$ cat src/rtl/ex_muldiv.sv
// RV32M multiply/divide unit: N=XLEN/UNROLL CALC cycles + FIX, done_o at accept+N+2 (fast path +1).
// Backpressure: stall_req_o holds the pipeline from accept until the DONE cycle releases it.
module ex_muldiv #(
  parameter int XLEN      = 32,
  parameter int UNROLL    = 1,
  parameter int REGADDR_W = 5
) (
  input  logic                 clk,
  input  logic                 rst,
  input  logic                 start_i,
  input  logic [2:0]           op_i,
  input  logic [XLEN-1:0]      reg1_i,
  input  logic [XLEN-1:0]      reg2_i,
  input  logic [REGADDR_W-1:0] wd_i,
  input  logic                 wreg_i,
  input  logic                 flush_i,
  output logic                 stall_req_o,
  output logic                 done_o,
  output logic [XLEN-1:0]      wdata_o,
  output logic [REGADDR_W-1:0] wd_o,
  output logic                 wreg_o
);

  localparam int N     = XLEN / UNROLL;
  localparam int CNT_W = $clog2(N + 1);

  localparam logic [2:0] OP_MUL    = 3'b000;
  localparam logic [2:0] OP_MULH   = 3'b001;
  localparam logic [2:0] OP_MULHSU = 3'b010;
  localparam logic [2:0] OP_DIV    = 3'b100;
  localparam logic [2:0] OP_REM    = 3'b110;

  localparam logic [XLEN-1:0] XMIN = {1'b1, {(XLEN-1){1'b0}}};

  typedef enum logic [1:0] {S_IDLE, S_CALC, S_FIX, S_DONE} state_t;

  state_t                 state_q, state_d;
  logic [CNT_W-1:0]       cnt_q, cnt_d;
  logic [XLEN-1:0]        hi_q, lo_q, opnd_q;
  logic [2:0]             op_q;
  logic                   neg_q;
  logic [REGADDR_W-1:0]   wd_q;
  logic                   wreg_q;

  logic                   load;
  logic                   done_d;
  logic [XLEN-1:0]        res_d;
  logic [REGADDR_W-1:0]   wd_d;
  logic                   wreg_d;

  // Operand conditioning at accept
  logic                   s1, s2, neg_in;
  logic [XLEN-1:0]        abs1, abs2;
  logic                   div_zero, div_ovf;
  logic [XLEN-1:0]        fast_res;

  always_comb begin
    s1 = reg1_i[XLEN-1] & (op_i == OP_MULH || op_i == OP_MULHSU || op_i == OP_DIV || op_i == OP_REM);
    s2 = reg2_i[XLEN-1] & (op_i == OP_MULH || op_i == OP_DIV || op_i == OP_REM);
    abs1 = s1 ? (~reg1_i + 1'b1) : reg1_i;
    abs2 = s2 ? (~reg2_i + 1'b1) : reg2_i;
    case (op_i)
      OP_MULH, OP_DIV: neg_in = s1 ^ s2;
      OP_MULHSU, OP_REM: neg_in = s1;
      default: neg_in = 1'b0;
    endcase
    div_zero = op_i[2] && (reg2_i == '0);
    div_ovf  = (op_i == OP_DIV || op_i == OP_REM) && (reg1_i == XMIN) && (reg2_i == '1);
    if (div_zero) fast_res = op_i[1] ? reg1_i : '1;
    else          fast_res = op_i[1] ? '0 : XMIN;
  end

  // One CALC cycle: UNROLL shift-add or restoring-divide steps on {hi, lo}
  logic [XLEN-1:0] it_hi, it_lo;
  logic [XLEN:0]   sum, rem_sh;

  always_comb begin
    it_hi  = hi_q;
    it_lo  = lo_q;
    sum    = '0;
    rem_sh = '0;
    for (int i = 0; i < UNROLL; i++) begin
      if (!op_q[2]) begin
        sum = {1'b0, it_hi} + (it_lo[0] ? {1'b0, opnd_q} : '0);
        {it_hi, it_lo} = {sum, it_lo[XLEN-1:1]};
      end else begin
        rem_sh = {it_hi, it_lo[XLEN-1]};
        it_lo  = {it_lo[XLEN-2:0], 1'b0};
        if (rem_sh >= {1'b0, opnd_q}) begin
          rem_sh   = rem_sh - {1'b0, opnd_q};
          it_lo[0] = 1'b1;
        end
        it_hi = rem_sh[XLEN-1:0];
      end
    end
  end

  // Sign fix-up: products are negated across the full 2*XLEN width so MULH borrows correctly
  logic [2*XLEN-1:0] prod, prod_n;
  logic [XLEN-1:0]   div_r, div_n, calc_res;

  always_comb begin
    prod   = {hi_q, lo_q};
    prod_n = neg_q ? (~prod + 1'b1) : prod;
    div_r  = op_q[1] ? hi_q : lo_q;
    div_n  = neg_q ? (~div_r + 1'b1) : div_r;
    if (op_q[2])              calc_res = div_n;
    else if (op_q == OP_MUL)  calc_res = prod_n[XLEN-1:0];
    else                      calc_res = prod_n[2*XLEN-1:XLEN];
  end

  assign stall_req_o = ((state_q == S_IDLE) && start_i && !flush_i) ||
                       (state_q == S_CALC) || (state_q == S_FIX);

  always_comb begin
    state_d = state_q;
    cnt_d   = cnt_q;
    load    = 1'b0;
    done_d  = 1'b0;
    res_d   = '0;
    wd_d    = '0;
    wreg_d  = 1'b0;
    if (flush_i) begin
      state_d = S_IDLE;
    end else begin
      case (state_q)
        S_IDLE: begin
          if (start_i) begin
            load = 1'b1;
            if (div_zero || div_ovf) begin
              state_d = S_DONE;
              done_d  = 1'b1;
              res_d   = fast_res;
              wd_d    = wd_i;
              wreg_d  = wreg_i;
            end else begin
              state_d = S_CALC;
              cnt_d   = CNT_W'(N);
            end
          end
        end
        S_CALC: begin
          cnt_d = cnt_q - CNT_W'(1);
          if (cnt_q == CNT_W'(1)) state_d = S_FIX;
        end
        S_FIX: begin
          state_d = S_DONE;
          done_d  = 1'b1;
          res_d   = calc_res;
          wd_d    = wd_q;
          wreg_d  = wreg_q;
        end
        default: state_d = S_IDLE;
      endcase
    end
  end

  always_ff @(posedge clk) begin
    if (rst) begin
      state_q <= S_IDLE;
      cnt_q   <= '0;
      hi_q    <= '0;
      lo_q    <= '0;
      opnd_q  <= '0;
      op_q    <= '0;
      neg_q   <= 1'b0;
      wd_q    <= '0;
      wreg_q  <= 1'b0;
      done_o  <= 1'b0;
      wdata_o <= '0;
      wd_o    <= '0;
      wreg_o  <= 1'b0;
    end else begin
      state_q <= state_d;
      cnt_q   <= cnt_d;
      done_o  <= done_d;
      wdata_o <= res_d;
      wd_o    <= wd_d;
      wreg_o  <= wreg_d;
      if (load) begin
        hi_q   <= '0;
        lo_q   <= op_i[2] ? abs1 : abs2;
        opnd_q <= op_i[2] ? abs2 : abs1;
        op_q   <= op_i;
        neg_q  <= neg_in;
        wd_q   <= wd_i;
        wreg_q <= wreg_i;
      end else if (state_q == S_CALC) begin
        hi_q <= it_hi;
        lo_q <= it_lo;
      end
    end
  end

endmodule

$ cat config.mk
export PLATFORM = sky130hd
export DESIGN_NAME = ex_muldiv
export DESIGN_NICKNAME = d
export VERILOG_FILES = /design/src/rtl/ex_muldiv.sv
export SDC_FILE = /design/constraint.sdc
export NUM_CORES = 1
export LEC_CHECK = 0
export BUFFER_PORTS_ARGS = -buffer_cell sky130_fd_sc_hd__buf_2
export CAP_MARGIN = 20
export CORE_UTILIZATION = 35
export CTS_BUF_LIST = sky130_fd_sc_hd__clkbuf_2
export CTS_CLUSTER_SIZE = 28
export DETAILED_ROUTE_END_ITERATION = 7
export GPL_TIMING_DRIVEN = 0
export PLACE_DENSITY = 0.59
export RECOVER_POWER = 100
export SYNTH_ARGS = -nofsm -noshare
export SYNTH_HDL_FRONTEND = slang
export SYNTH_SLANG_ARGS = --single-unit
$ cat constraint.sdc
create_clock -name clk -period 4.7 [get_ports clk]
set_input_delay 0 -clock clk [delete_from_list [all_inputs] [get_ports clk]]
set_output_delay 0 -clock clk [all_outputs]
set_load 0.01 [all_outputs]
==> qor.yml <==
status: "complete, no violations"
fin_crit_sh_pct: 99.17
worstRegToRegCells: 14
r2r-start: "op_q[1]"
maxSlewViolCount: 0
clock_path_buffers: 2
drive_above_1_share_pct: 6.640
drt-total-wl_mm: 79.47
finalHoldViolCount: 0
p_leak_nw: 6.811
avgSynthCellArea_um2: 6.996
syn_area_um2: 15760
synth-edff-count: 0
period_needed_ps: 4661
start_kind: "register"
clk-insertion-delay-late_ps: 940
grt_pass1_wl_mm: 117.0
setup_viol: 0
first_global_vias: 17898
routedWlPerCell_um: 25.45
die-area_um2: 45890
path_class: "reg2reg"
viasPerCell: 6.144
area_growth_pct: 17.69
required_ps: 5530
cts_tree: "yes"
portBuffers: 115
core-area_um2: 44320
skew_ps: 58.51
hpwl_mm: 62.42
ant_nets: 0
die_h_um: 214.2
yosysWarnings: 0
critical_path_peak_fanout: 19
power.density_nw_per_um2: 237.9
grt_max_degree: 20
grt_overflow_total: 0
drtIter0Drc: 2355
firstDrtPassIters: 6
initial_core_util_pct: 35.56
setup_ws_ps: 39.20
ys_ff_latch: 153
hp-start: "reg1_i[18]"
arrival_ps: 5490
drc: 0
synth_flop_cell: "dfxtp_1"
rrSetupSlack_ps: 40
track_usage_pct: 33.85
chipWidth_um: 214.2
cts_made_buffers: 17
rsz0062_at_grt: "false"
vias: 19188
drv_cap: 0
post_cts_buffers: 0
ctsHtreeMaxLevel: 4
clkTransAtPathRegs_ps: 290
ios: 117
max_freq_ghz: 0.2146
peakVddDrop_uv: 137.9
slew_headroom_pct: 19.63
ys_seq_area_share_pct: 19.43
fp-row-count: 77
cts-root-buf: "clkbuf_2"
tightest_slew_ps: 1206
post-route-util_pct: 41.85
cts.sinks: 153
antenna_found_initial: 4
min_to: "wdata_o[18]"
syn_nets: 2407
hold_class: "in2reg"
hold_path_depth: 4
end_kind: "register"
syn_inst: 2253
power_mw: 4.412
synth_cell_types: 84
final_nets: 2671
preCtsSetupSlack_ps: -985.8
r2r-end: "wdata_o[30]"
synthArstFlopShare_pct: 0
place_congestion: 1.077
cell usage in the layout (no fill, tap or decap), drive strengths merged, types with 12 or more instances in the layout:
cell type / instances
or4: 16
nand2b: 16
o221ai: 25
xor2: 63
o21ai: 167
clkbuf: 213
inv: 81
and3: 13
or3: 29
o21a: 16
and2: 20
a31oi: 22
nor4: 25
o31ai: 35
xnor2: 99
a21o: 17
a21oi: 210
o41ai: 12
nor3: 72
nor2: 240
ha: 75
o211ai: 64
o22ai: 17
a211oi: 30
mux2: 19
nand3: 44
nand2: 259
dfxtp: 153
mux2i: 76
dlygate4sd3: 130
buf: 94
nand4: 20
cell families after synthesis:
logic type / after synthesis / share of synthesized area (%)
xor gates and xnor gates: 162 / 9.002
adders and majority gates: 77 / 6.208
and+or+nand+nor: 807 / 24.15
DFF: 153 / 19.43
buffers and inverters: 247 / 5.930
AOI/OAI and AO/OA: 711 / 28.95
muxes: 96 / 6.327
how the worst max path moves through the flow:
stage / from / to / slack [ps] / cells past startpoint
6_report: op_q[1] / wdata_o[30] / 40 / 14
5_1_grt: hi_q[26] / hi_q[29] / 30 / 13
4_1_cts: op_q[1] / wdata_o[30] / 130 / 14
3_5_place_dp: op_q[1] / wdata_o[30] / -990 / 15
3_3_place_gp: op_q[1] / wdata_o[30] / -1070 / 15
2_1_floorplan: op_q[1] / wdata_o[28] / 750 / 15
synth_stat cells (all sizes together), types with 7 or more instances:
| cell type | count | area share [%] |
|---|---|---|
| nand3b | 10 | 0.48 |
| o211ai | 64 | 3.0 |
| or4 | 16 | 0.83 |
| nor2 | 240 | 5.7 |
| a211o | 7 | 0.39 |
| ha | 75 | 6.0 |
| a31oi | 22 | 0.87 |
| nor3b | 9 | 0.43 |
| dfxtp | 153 | 19 |
| and2 | 20 | 0.79 |
| nor3 | 72 | 2.3 |
| nand3 | 44 | 1.4 |
| and3 | 13 | 0.52 |
| a211oi | 30 | 1.4 |
| a311oi | 10 | 0.56 |
| xnor2 | 99 | 5.5 |
| mux2 | 19 | 1.4 |
| buf | 28 | 0.71 |
| o2111ai | 7 | 0.39 |
| o21ai | 167 | 5.3 |
| or2 | 11 | 0.44 |
| nor4 | 25 | 1.2 |
| o41ai | 12 | 0.79 |
| or3 | 29 | 1.2 |
| clkbuf | 147 | 3.5 |
| inv | 71 | 1.7 |
| o21a | 16 | 0.76 |
| nand2b | 16 | 0.64 |
| o22ai | 17 | 0.67 |
| xor2 | 63 | 3.5 |
| o221ai | 25 | 1.4 |
| a22oi | 10 | 0.48 |
| nand4 | 20 | 0.79 |
| a31o | 9 | 0.50 |
| a21o | 17 | 0.81 |
| mux2i | 76 | 4.8 |
| nand2 | 259 | 6.2 |
| nor2b | 8 | 0.32 |
| a21oi | 210 | 6.7 |
| o31ai | 35 | 1.8 |
critical path, stage by stage (launching register included):
cell      delay [ps]
dfxtp_2          520
buf_2            320
buf_4            310
buf_2            370
clkbuf_4         370
mux2i_1          290
ha_1             220
o21ai_0          150
or3_1            440
or2_0            430
o21ai_1          280
nand2_1          190
a21oi_1          200
xnor2_1          100
o21ai_1          320
power by group:
| part | total [mW] | leakage, nW | switching, mW | internal (mW) |
|---|---|---|---|---|
| logic | 2.18 | 5.42 | 1.42 | 0.763 |
| clock network | 0.803 | 0.147 | 0.626 | 0.177 |
| registers | 1.43 | 1.24 | 0.0674 | 1.36 |
| total | 4.41 | 6.81 | 2.11 | 2.30 |
area by class of cell:
cell class	count	area [µm²]
multi-input combinational	1853	11730
antenna	1	2.502
fill	4734	25770
inverter	72	270.3
clock buffer	17	85.08
timing repair buffer	246	1829
clock inverter	15	152.6
buffer	174	675.6
tap	592	740.7
sequential	153	3064
registers in the layout, indices dropped and copies added (netlist names):
name,cells
hi_q,32
lo_q,32
opnd_q,32
wdata_o,32
cnt_q,6
wd_o,5
wd_q,5
op_q,3
state_q,2
done_o,1
neg_q,1
wreg_o,1
wreg_q,1
metrics by stage:
step	setup TNS, ps	instances	area (µm²)	hold slack, ps
3_5_place_dp	-6559	2961	17090	258.8
2_1_floorplan	0	2253	15760	136.0
4_1_cts	0	3122	18630	6.787
5_1_grt	0	3123	18550	8.141
6_report	0	3123	18550	51.37
3_3_place_gp	-6894	2960	17080	257.5
repair_timing:
item / 4_1_cts / 5_1_grt
hold buffers: 130 / 0
setup endpoints to repair: 14 / 9
gates resized for setup: 10 / 9
hold endpoints to repair: 126 / 0
routing by layer:
layer | up-vias | GRT usage [%] | share of wire (%)
li1 | 8741 | - | -
met1 | 9125 | 44.63 | 42
met2 | 1102 | 52.59 | 43
met3 | 218 | 8.043 | 10
met4 | 2 | 14.26 | 4.7
met5 | - | 0 | 0.0088
(Power assumes the default switching activity.)
